[config.mk]
export PLATFORM = sky130hd
export DESIGN_NAME = control_sequencer
export DESIGN_NICKNAME = d
export VERILOG_FILES = /design/src/rtl/control_sequencer.sv
export SDC_FILE = /design/constraint.sdc
export NUM_CORES = 1
export LEC_CHECK = 0
export ABC_AREA = 1
export CAP_MARGIN = 10
export CORE_MARGIN = 4
export CORE_UTILIZATION = 48
export CTS_CLUSTER_DIAMETER = 150
export DETAILED_ROUTE_END_ITERATION = 16
export PLACE_DENSITY = 0.85
export SKIP_CTS_REPAIR_TIMING = 1
export SLEW_MARGIN = 10
export SYNTH_ARGS = -nofsm -noshare
export SYNTH_HDL_FRONTEND = slang
export SYNTH_SLANG_ARGS = --single-unit
[constraint.sdc]
create_clock -name clock -period 4.95 [get_ports clock]
set_input_delay 0.7425 -clock clock [delete_from_list [all_inputs] [get_ports clock]]
set_output_delay 0.7425 -clock clock [all_outputs]
set_load 0.01 [all_outputs]
[src/rtl/control_sequencer.sv]
// Hardwired Moore control unit that steps fetch/decode/execute and drives every DataPath strobe.
// The state and the strobes are registered on the falling clock edge so that they are stable at each rising DataPath edge.
module control_sequencer #(
  parameter int RESET_PC_UNUSED = 0
) (
  input  logic        clock,
  input  logic        clear,
  input  logic [31:0] IR,
  input  logic        CON_FF,
  input  logic        stop,
  output logic        run,
  output logic        PCout,
  output logic        IncPC,
  output logic        ZLOout,
  output logic        ZLOin,
  output logic        Cout,
  output logic        MDRout,
  output logic        RAMenable,
  output logic        MARin,
  output logic        PCin,
  output logic        MDRin,
  output logic        IRin,
  output logic        Yin,
  output logic        Gra,
  output logic        Grb,
  output logic        Grc,
  output logic        Rin,
  output logic        Rout,
  output logic        BAout,
  output logic        R15in,
  output logic        read,
  output logic        write,
  output logic        conin,
  output logic        OutPortenable,
  output logic        PortInout,
  output logic [4:0]  aluControl
);

  typedef enum logic [3:0] {
    S_T0 = 4'd0, S_T1 = 4'd1, S_T2 = 4'd2, S_T3 = 4'd3,
    S_T4 = 4'd4, S_T5 = 4'd5, S_T6 = 4'd6, S_T7 = 4'd7,
    S_HALT = 4'd8
  } state_t;

  typedef struct packed {
    logic       pc_out;
    logic       inc_pc;
    logic       zlo_out;
    logic       zlo_in;
    logic       c_out;
    logic       mdr_out;
    logic       ram_en;
    logic       mar_in;
    logic       pc_in;
    logic       mdr_in;
    logic       ir_in;
    logic       y_in;
    logic       gra;
    logic       grb;
    logic       grc;
    logic       r_in;
    logic       r_out;
    logic       ba_out;
    logic       r15_in;
    logic       rd;
    logic       wr;
    logic       con_in;
    logic       out_port_en;
    logic       port_inout;
    logic [4:0] alu;
  } ctrl_t;

  localparam logic [4:0] OP_LD   = 5'b00000, OP_LDI  = 5'b00001, OP_ST   = 5'b00010;
  localparam logic [4:0] OP_ADD  = 5'b00011, OP_SUB  = 5'b00100, OP_AND  = 5'b00101;
  localparam logic [4:0] OP_OR   = 5'b00110, OP_SHR  = 5'b01001, OP_SHL  = 5'b01011;
  localparam logic [4:0] OP_ADDI = 5'b01100, OP_ANDI = 5'b01101, OP_ORI  = 5'b01110;
  localparam logic [4:0] OP_BR   = 5'b10011, OP_JR   = 5'b10100, OP_JAL  = 5'b10101;
  localparam logic [4:0] OP_IN   = 5'b10110, OP_OUT  = 5'b10111, OP_HALT = 5'b11011;

  // Final step of each instruction; nop, halt and unknown opcodes end at T2.
  function automatic state_t last_step(input logic [4:0] op);
    state_t s;
    case (op)
      OP_ADD, OP_SUB, OP_AND, OP_OR, OP_SHR, OP_SHL,
      OP_ADDI, OP_ANDI, OP_ORI, OP_LDI: s = S_T5;
      OP_LD, OP_ST:                     s = S_T7;
      OP_BR:                            s = S_T6;
      OP_JAL:                           s = S_T4;
      OP_JR, OP_IN, OP_OUT:             s = S_T3;
      default:                          s = S_T2;
    endcase
    return s;
  endfunction

  function automatic ctrl_t decode(input state_t st, input logic [4:0] op, input logic con);
    ctrl_t c;
    c = '0;
    case (st)
      S_T0: begin c.pc_out = 1'b1; c.mar_in = 1'b1; c.inc_pc = 1'b1; end
      S_T1: begin c.rd = 1'b1; c.ram_en = 1'b1; c.mdr_in = 1'b1; end
      S_T2: begin c.mdr_out = 1'b1; c.ir_in = 1'b1; end
      S_T3: begin
        case (op)
          OP_ADD, OP_SUB, OP_AND, OP_OR, OP_SHR, OP_SHL, OP_ADDI, OP_ANDI, OP_ORI:
            begin c.grb = 1'b1; c.r_out = 1'b1; c.y_in = 1'b1; end
          OP_LDI, OP_LD, OP_ST: begin c.grb = 1'b1; c.ba_out = 1'b1; c.y_in = 1'b1; end
          OP_BR:  begin c.gra = 1'b1; c.r_out = 1'b1; c.con_in = 1'b1; end
          OP_JAL: begin c.r15_in = 1'b1; c.pc_out = 1'b1; end
          OP_JR:  begin c.gra = 1'b1; c.r_out = 1'b1; c.pc_in = 1'b1; end
          OP_IN:  begin c.port_inout = 1'b1; c.gra = 1'b1; c.r_in = 1'b1; end
          OP_OUT: begin c.gra = 1'b1; c.r_out = 1'b1; c.out_port_en = 1'b1; end
          default: c = '0;
        endcase
      end
      S_T4: begin
        case (op)
          OP_ADD, OP_SUB, OP_AND, OP_OR, OP_SHR, OP_SHL:
            begin c.grc = 1'b1; c.r_out = 1'b1; c.zlo_in = 1'b1; c.alu = op; end
          OP_ADDI, OP_LDI, OP_LD, OP_ST: begin c.c_out = 1'b1; c.zlo_in = 1'b1; c.alu = OP_ADD; end
          OP_ANDI: begin c.c_out = 1'b1; c.zlo_in = 1'b1; c.alu = OP_AND; end
          OP_ORI:  begin c.c_out = 1'b1; c.zlo_in = 1'b1; c.alu = OP_OR; end
          OP_BR:   begin c.pc_out = 1'b1; c.y_in = 1'b1; end
          OP_JAL:  begin c.gra = 1'b1; c.r_out = 1'b1; c.pc_in = 1'b1; end
          default: c = '0;
        endcase
      end
      S_T5: begin
        case (op)
          OP_ADD, OP_SUB, OP_AND, OP_OR, OP_SHR, OP_SHL, OP_ADDI, OP_ANDI, OP_ORI, OP_LDI:
            begin c.zlo_out = 1'b1; c.gra = 1'b1; c.r_in = 1'b1; end
          OP_LD, OP_ST: begin c.zlo_out = 1'b1; c.mar_in = 1'b1; end
          OP_BR:        begin c.c_out = 1'b1; c.zlo_in = 1'b1; c.alu = OP_ADD; end
          default: c = '0;
        endcase
      end
      S_T6: begin
        case (op)
          OP_LD: begin c.rd = 1'b1; c.ram_en = 1'b1; c.mdr_in = 1'b1; end
          OP_ST: begin c.gra = 1'b1; c.r_out = 1'b1; c.mdr_in = 1'b1; end
          OP_BR: begin c.zlo_out = 1'b1; c.pc_in = con; end
          default: c = '0;
        endcase
      end
      S_T7: begin
        case (op)
          OP_LD: begin c.mdr_out = 1'b1; c.gra = 1'b1; c.r_in = 1'b1; end
          OP_ST: begin c.wr = 1'b1; c.ram_en = 1'b1; end
          default: c = '0;
        endcase
      end
      default: c = '0;
    endcase
    return c;
  endfunction

  logic [4:0]  op_s;
  logic [26:0] unused_ir_s;
  state_t      state_q, state_d;
  logic        live_q, live_d;
  logic        run_q, run_d;
  ctrl_t       ctrl_q, ctrl_d;

  assign op_s        = IR[31:27];
  assign unused_ir_s = IR[26:0];

  // Next step and the strobes that belong to it; live_q holds T0 for one edge after clear releases.
  always_comb begin
    state_d = state_q;
    live_d  = 1'b1;
    ctrl_d  = '0;
    run_d   = 1'b1;
    if (!live_q) begin
      state_d = S_T0;
    end else if (state_q == S_HALT) begin
      state_d = S_HALT;
    end else if ((state_q == S_T2) && (op_s == OP_HALT)) begin
      state_d = S_HALT;
    end else if (state_q == last_step(op_s)) begin
      state_d = stop ? S_HALT : S_T0;
    end else begin
      state_d = state_t'(state_q + 4'd1);
    end
    if (state_d == S_HALT) begin
      ctrl_d = '0;
      run_d  = 1'b0;
    end else begin
      ctrl_d = decode(state_d, op_s, CON_FF);
      run_d  = 1'b1;
    end
  end

  // State and strobe registers, falling-edge clocked so DataPath sees settled controls.
  always_ff @(negedge clock or negedge clear) begin
    if (!clear) begin
      state_q <= S_T0;
      live_q  <= 1'b0;
      run_q   <= 1'b1;
      ctrl_q  <= '0;
    end else begin
      state_q <= state_d;
      live_q  <= live_d;
      run_q   <= run_d;
      ctrl_q  <= ctrl_d;
    end
  end

  assign run           = run_q;
  assign PCout         = ctrl_q.pc_out;
  assign IncPC         = ctrl_q.inc_pc;
  assign ZLOout        = ctrl_q.zlo_out;
  assign ZLOin         = ctrl_q.zlo_in;
  assign Cout          = ctrl_q.c_out;
  assign MDRout        = ctrl_q.mdr_out;
  assign RAMenable     = ctrl_q.ram_en;
  assign MARin         = ctrl_q.mar_in;
  assign PCin          = ctrl_q.pc_in;
  assign MDRin         = ctrl_q.mdr_in;
  assign IRin          = ctrl_q.ir_in;
  assign Yin           = ctrl_q.y_in;
  assign Gra           = ctrl_q.gra;
  assign Grb           = ctrl_q.grb;
  assign Grc           = ctrl_q.grc;
  assign Rin           = ctrl_q.r_in;
  assign Rout          = ctrl_q.r_out;
  assign BAout         = ctrl_q.ba_out;
  assign R15in         = ctrl_q.r15_in;
  assign read          = ctrl_q.rd;
  assign write         = ctrl_q.wr;
  assign conin         = ctrl_q.con_in;
  assign OutPortenable = ctrl_q.out_port_en;
  assign PortInout     = ctrl_q.port_inout;
  assign aluControl    = ctrl_q.alu;

endmodule
Word level (Yosys, flattened, before mapping)
Memories as Yosys holds them, arrays and structs flattened.
Index checks and enable logic that the tools add are counted.

word-level totals
  register bits after elaboration = 35
  ROM bits = 96
  input bits = 36
  output and inout bits = 30
  logic and storage cells = 112
  memories kept = 1

cells by class
  add/sub/neg operators = 1
  equal/unequal tests = 28
  multiplexer cells = 41
  reductions and logical operators = 13

memory list
  memory           words  width  rd ports  clocked after memory_dff  wr ports  line  RTL
  (no name shown)  32     3      1         0                         0         83    case (op)

operator list
  operator                                                          number
  8-bit one-hot mux with 5 select lines                             1
  9-bit one-hot mux with 4 select lines                             1
  4-bit two-way mux                                                 8
  5-bit == test (second input constant)                             6
  29-bit two-way mux                                                1
  5-bit by 4-bit == test with 1-bit output (second input constant)  5
  12-bit OR reduction                                               2
  5-bit one-hot mux with 4 select lines                             1
  1-bit two-way mux                                                 19
  4-bit by 3-bit == test with 1-bit output (second input constant)  4
  5-bit by 3-bit == test with 1-bit output (second input constant)  3
  4-bit by 2-bit == test with 1-bit output (second input constant)  3
  6-bit OR reduction                                                2
  5-bit by 2-bit == test with 1-bit output (second input constant)  2
  10-bit OR reduction                                               1
  3-bit one-hot mux with 3 select lines                             1
  4-bit == test (second input constant)                             2
  1-bit one-hot mux with 2 select lines                             4
  4-bit OR reduction                                                2
  7-bit OR reduction                                                1
  1-bit one-hot mux with 3 select lines                             2
  2-bit one-hot mux with 3 select lines                             1
  5-bit by 1-bit == test with 1-bit output (second input constant)  1
  5-bit zero test                                                   1
  8 further kinds                                                   9

Logic depth before layout (Yosys ltp)
  depth in word-level cells = 13
  mapped depth = 18
  mapped depth without buffers = 17

==> metrics.md <==
| Metric | Value |
|---|---|
| Top post-synthesis cells by count | 51 x nand2_1, 34 x dfrtn_1, 33 x inv_1 |
| WL final | 5110 microns |
| Routed met1 length | 1990 microns |
| H-tree levels | 2 |
| 1st-iter DRT viols | 160 |
| Yosys reg bits | 35 |
| Fraction of registers with async set/reset | 1.00 |
| Slew Viols, Final | 0 |
| Total CTS buffers | 5 |
| DR vias/cell | 5.16 |
| Top Layer Used | met4 |
| CTS clk-pin slew, worst paths | 0.05 ns |
| Die H | 70.4 microns |
| Most frequent cell after synthesis | nand2_1 |
| RePlAce Congestion | 0.942 |
| Gr usage total | 0.204 |
| DRT Pass-1 Iters | 5 |
| CP Launch Type | primary input |
| Worst EP required | 2.62 ns |
| EDFF count, synth | 0 |
| Clock tree buffer depth | 2 |
| Hold Crit Class | flip-flop to flip-flop |
| Status | finished, final reports clean |
| Area post-placement | 0.00264 sq mm |
| Initial Utilization | 0.502 |
| Syn Nets | 268 |
| Register area share after synthesis | 0.470 |
| Vias in the first global route | 1,732 |
| Via count | 1,923 |
| Overflow after GRT | 0 |
| Die area | 0.00495 sq mm |
| Root Buffer | clkbuf_8 |
| Worst VDD drop | 0.000135 V |
| Average wire per cell in the routed design | 13.7 microns |
| Worst setup path end | Gra |
| Max Cap Viol | 0 |
| CP Capture Type | flip-flop |
| Clock skew | 0.0449 ns |
| Leading area contributor after synthesis | dfrtn_1 |
| Antenna Cells | 0 |
| Final setup viols | 0 |
| Post-synthesis to final-layout area growth | 52.4% |
| Ranking of synthesized cells by area | dfrtn_1 46%, nand2_1 10%, nand3_1 7.2%, inv_1 6.6%, nor2_1 4.0% |
| R2R Setup Slk | 2.88 ns |
| Post-route DRC | 0 |
| Cell Pwr Density | 293 mW/mm^2 |
| IO Pins | 66 |
| Count of cell types in the netlist | 31 |
| Met3 WL | 402 microns |
| Synth Instances | 229 |
| Clock sink count | 35 |
| Initial antenna violation count | 0 |
| Hold_sp | live_q |
| Worst flop-to-flop path startpoint | state_q[0] |
| Met2 wire length | 2500 microns |
| Port Buf Inserts | 38 |
| Dpl hpwl | 3450 microns |
| Final ANT Viol Nets | 0 |
| Top cell type's share of synthesized area | 0.456 |
| Post-Syn Area | 0.00187 sq mm |
| Syn_area_per_cell | 8.15 sq um |
| Core Area | 0.00372 sq mm |
| Clock Latency Late Sink | 0.34 ns |
| Worst endpoint data arrival time | 2.49 ns |
| Layout cell share with drive strength beyond 1 | 0.323 |
| Final hold vios | 0 |
| Critical Path Fanout Max | 7 |
| Worst reg-to-reg path cell count | 12 |
| CTS tree | built |
| Crit Reg-Reg Endpoint | PCin |
| Syn. warnings | 0 |
| Max reg flops | 5 |
| Top_reg_cell synth | dfrtn_1 |
| DIE WIDTH | 70.4 microns |
| Final instance area | 0.00285 sq mm |
| Kind of critical path | primary input to flip-flop |
| Hold slack | 0.641 ns |
| First-pass GRT wire length | 7890 microns |
| CP Launch Point | IR[28] |
| Leakage | 1.55 nW |
| # nets final | 363 |
| Largest net degree at the start of global routing | 36 |
| Rows | 22 |
==> worst min-delay path by stage <==
stage / endpoint / slack [ns] / cells past startpoint
2_1_floorplan: state_q[3] / 0.53 / 2
4_1_cts: IRin / 0.64 / 3
3_5_place_dp: IRin / 0.64 / 3
5_1_grt: IRin / 0.67 / 3
6_report: IRin / 0.64 / 3
3_3_place_gp: IRin / 0.60 / 3
==> final cells by class <==
| type | instances | area, sq um |
|---|---|---|
| Clock inverter | 3 | 38.8 |
| Timing Repair Buffer | 92 | 783 |
| Fill cell | 248 | 871 |
| Tap cell | 48 | 60.1 |
| Multi-Input combinational cell | 151 | 861 |
| Clock buffer | 6 | 82.6 |
| Inverter | 38 | 143 |
| Sequential cell | 35 | 877 |
==> metrics by stage <==
step                worst slack (ns)  power (mW)  cells  TNS, ns  utilization
floorplan                      0.189       0.449    229        0            -
detailed placement            -0.463       0.561    359   -11.97        0.711
global placement              -0.414       0.553    359   -10.26        0.711
global route                 -0.0260       0.874    373  -0.0428        0.766
finish                         0.122       0.834    373        0        0.766
CTS                           -0.160       0.822    367    -2.90        0.743
==> kinds of logic (layout without fill, tap and decap cells) <==
| group | Yosys count | count (layout) | share of synthesized area |
|---|---|---|---|
| compound gates | 12 | 12 | 0.0375 |
| xor+xnor | 2 | 2 | 0.00939 |
| fa+ha+maj | 3 | 3 | 0.0201 |
| buf+inv | 43 | 139 | 0.0918 |
| other cells | 2 | 2 | 0.00402 |
| simple gates | 132 | 132 | 0.367 |
| flops | 35 | 35 | 0.470 |
==> report_power, final <==
| group | leakage, nW | internal, mW | total, mW | switching [mW] |
|---|---|---|---|---|
| Sequential | 0.467 | 0.315 | 0.329 | 0.0138 |
| Combinational | 1.02 | 0.111 | 0.243 | 0.131 |
| Clock | 0.0627 | 0.163 | 0.262 | 0.0985 |
==> routing by layer <==
metal  global-route usage  up-vias
met2                0.360      118
met1                0.237      869
met3               0.0432       27
li1                     -      909
met4               0.0809        0
met5                    0        -
==> critical path, stage by stage <==
cell            delay, ns
dlymetal6s2s_1       0.23
nand2_2              0.14
nand2_1              0.10
nand3_2              0.08
nand2_1              0.08
nand2_1              0.06
nand3_1              0.09
nor2_2               0.06
nand2_2              0.12
nand2_1              0.08
nand3_2              0.08
nand2_4              0.10
buf_4                0.15
nand4_1              0.11
nand2_1              0.11
nor2_1               0.12
nand2_1              0.06
==> placed cells by master (no fill, tap or decap), types with 2 or more instances in the layout <==
master and instances:
nand3_1 26, inv_2 8, inv_1 31, o21ai_1 2
nand2_4 4, dlymetal6s2s_1 3, nand2_2 8, dfrtn_1 34
nor2_2 2, nor2_1 20, nor3_1 5, clkdlybuf4s50_1 33
clkbuf_8 6, conb_1 2, nor3_2 3, nor2_4 6
nand2_1 46, o21ai_2 4, ha_1 3, nand4_1 6
clkbuf_2 2, nand3_2 4, buf_4 54
No activity file was read; power rests on OpenSTA's default activity.
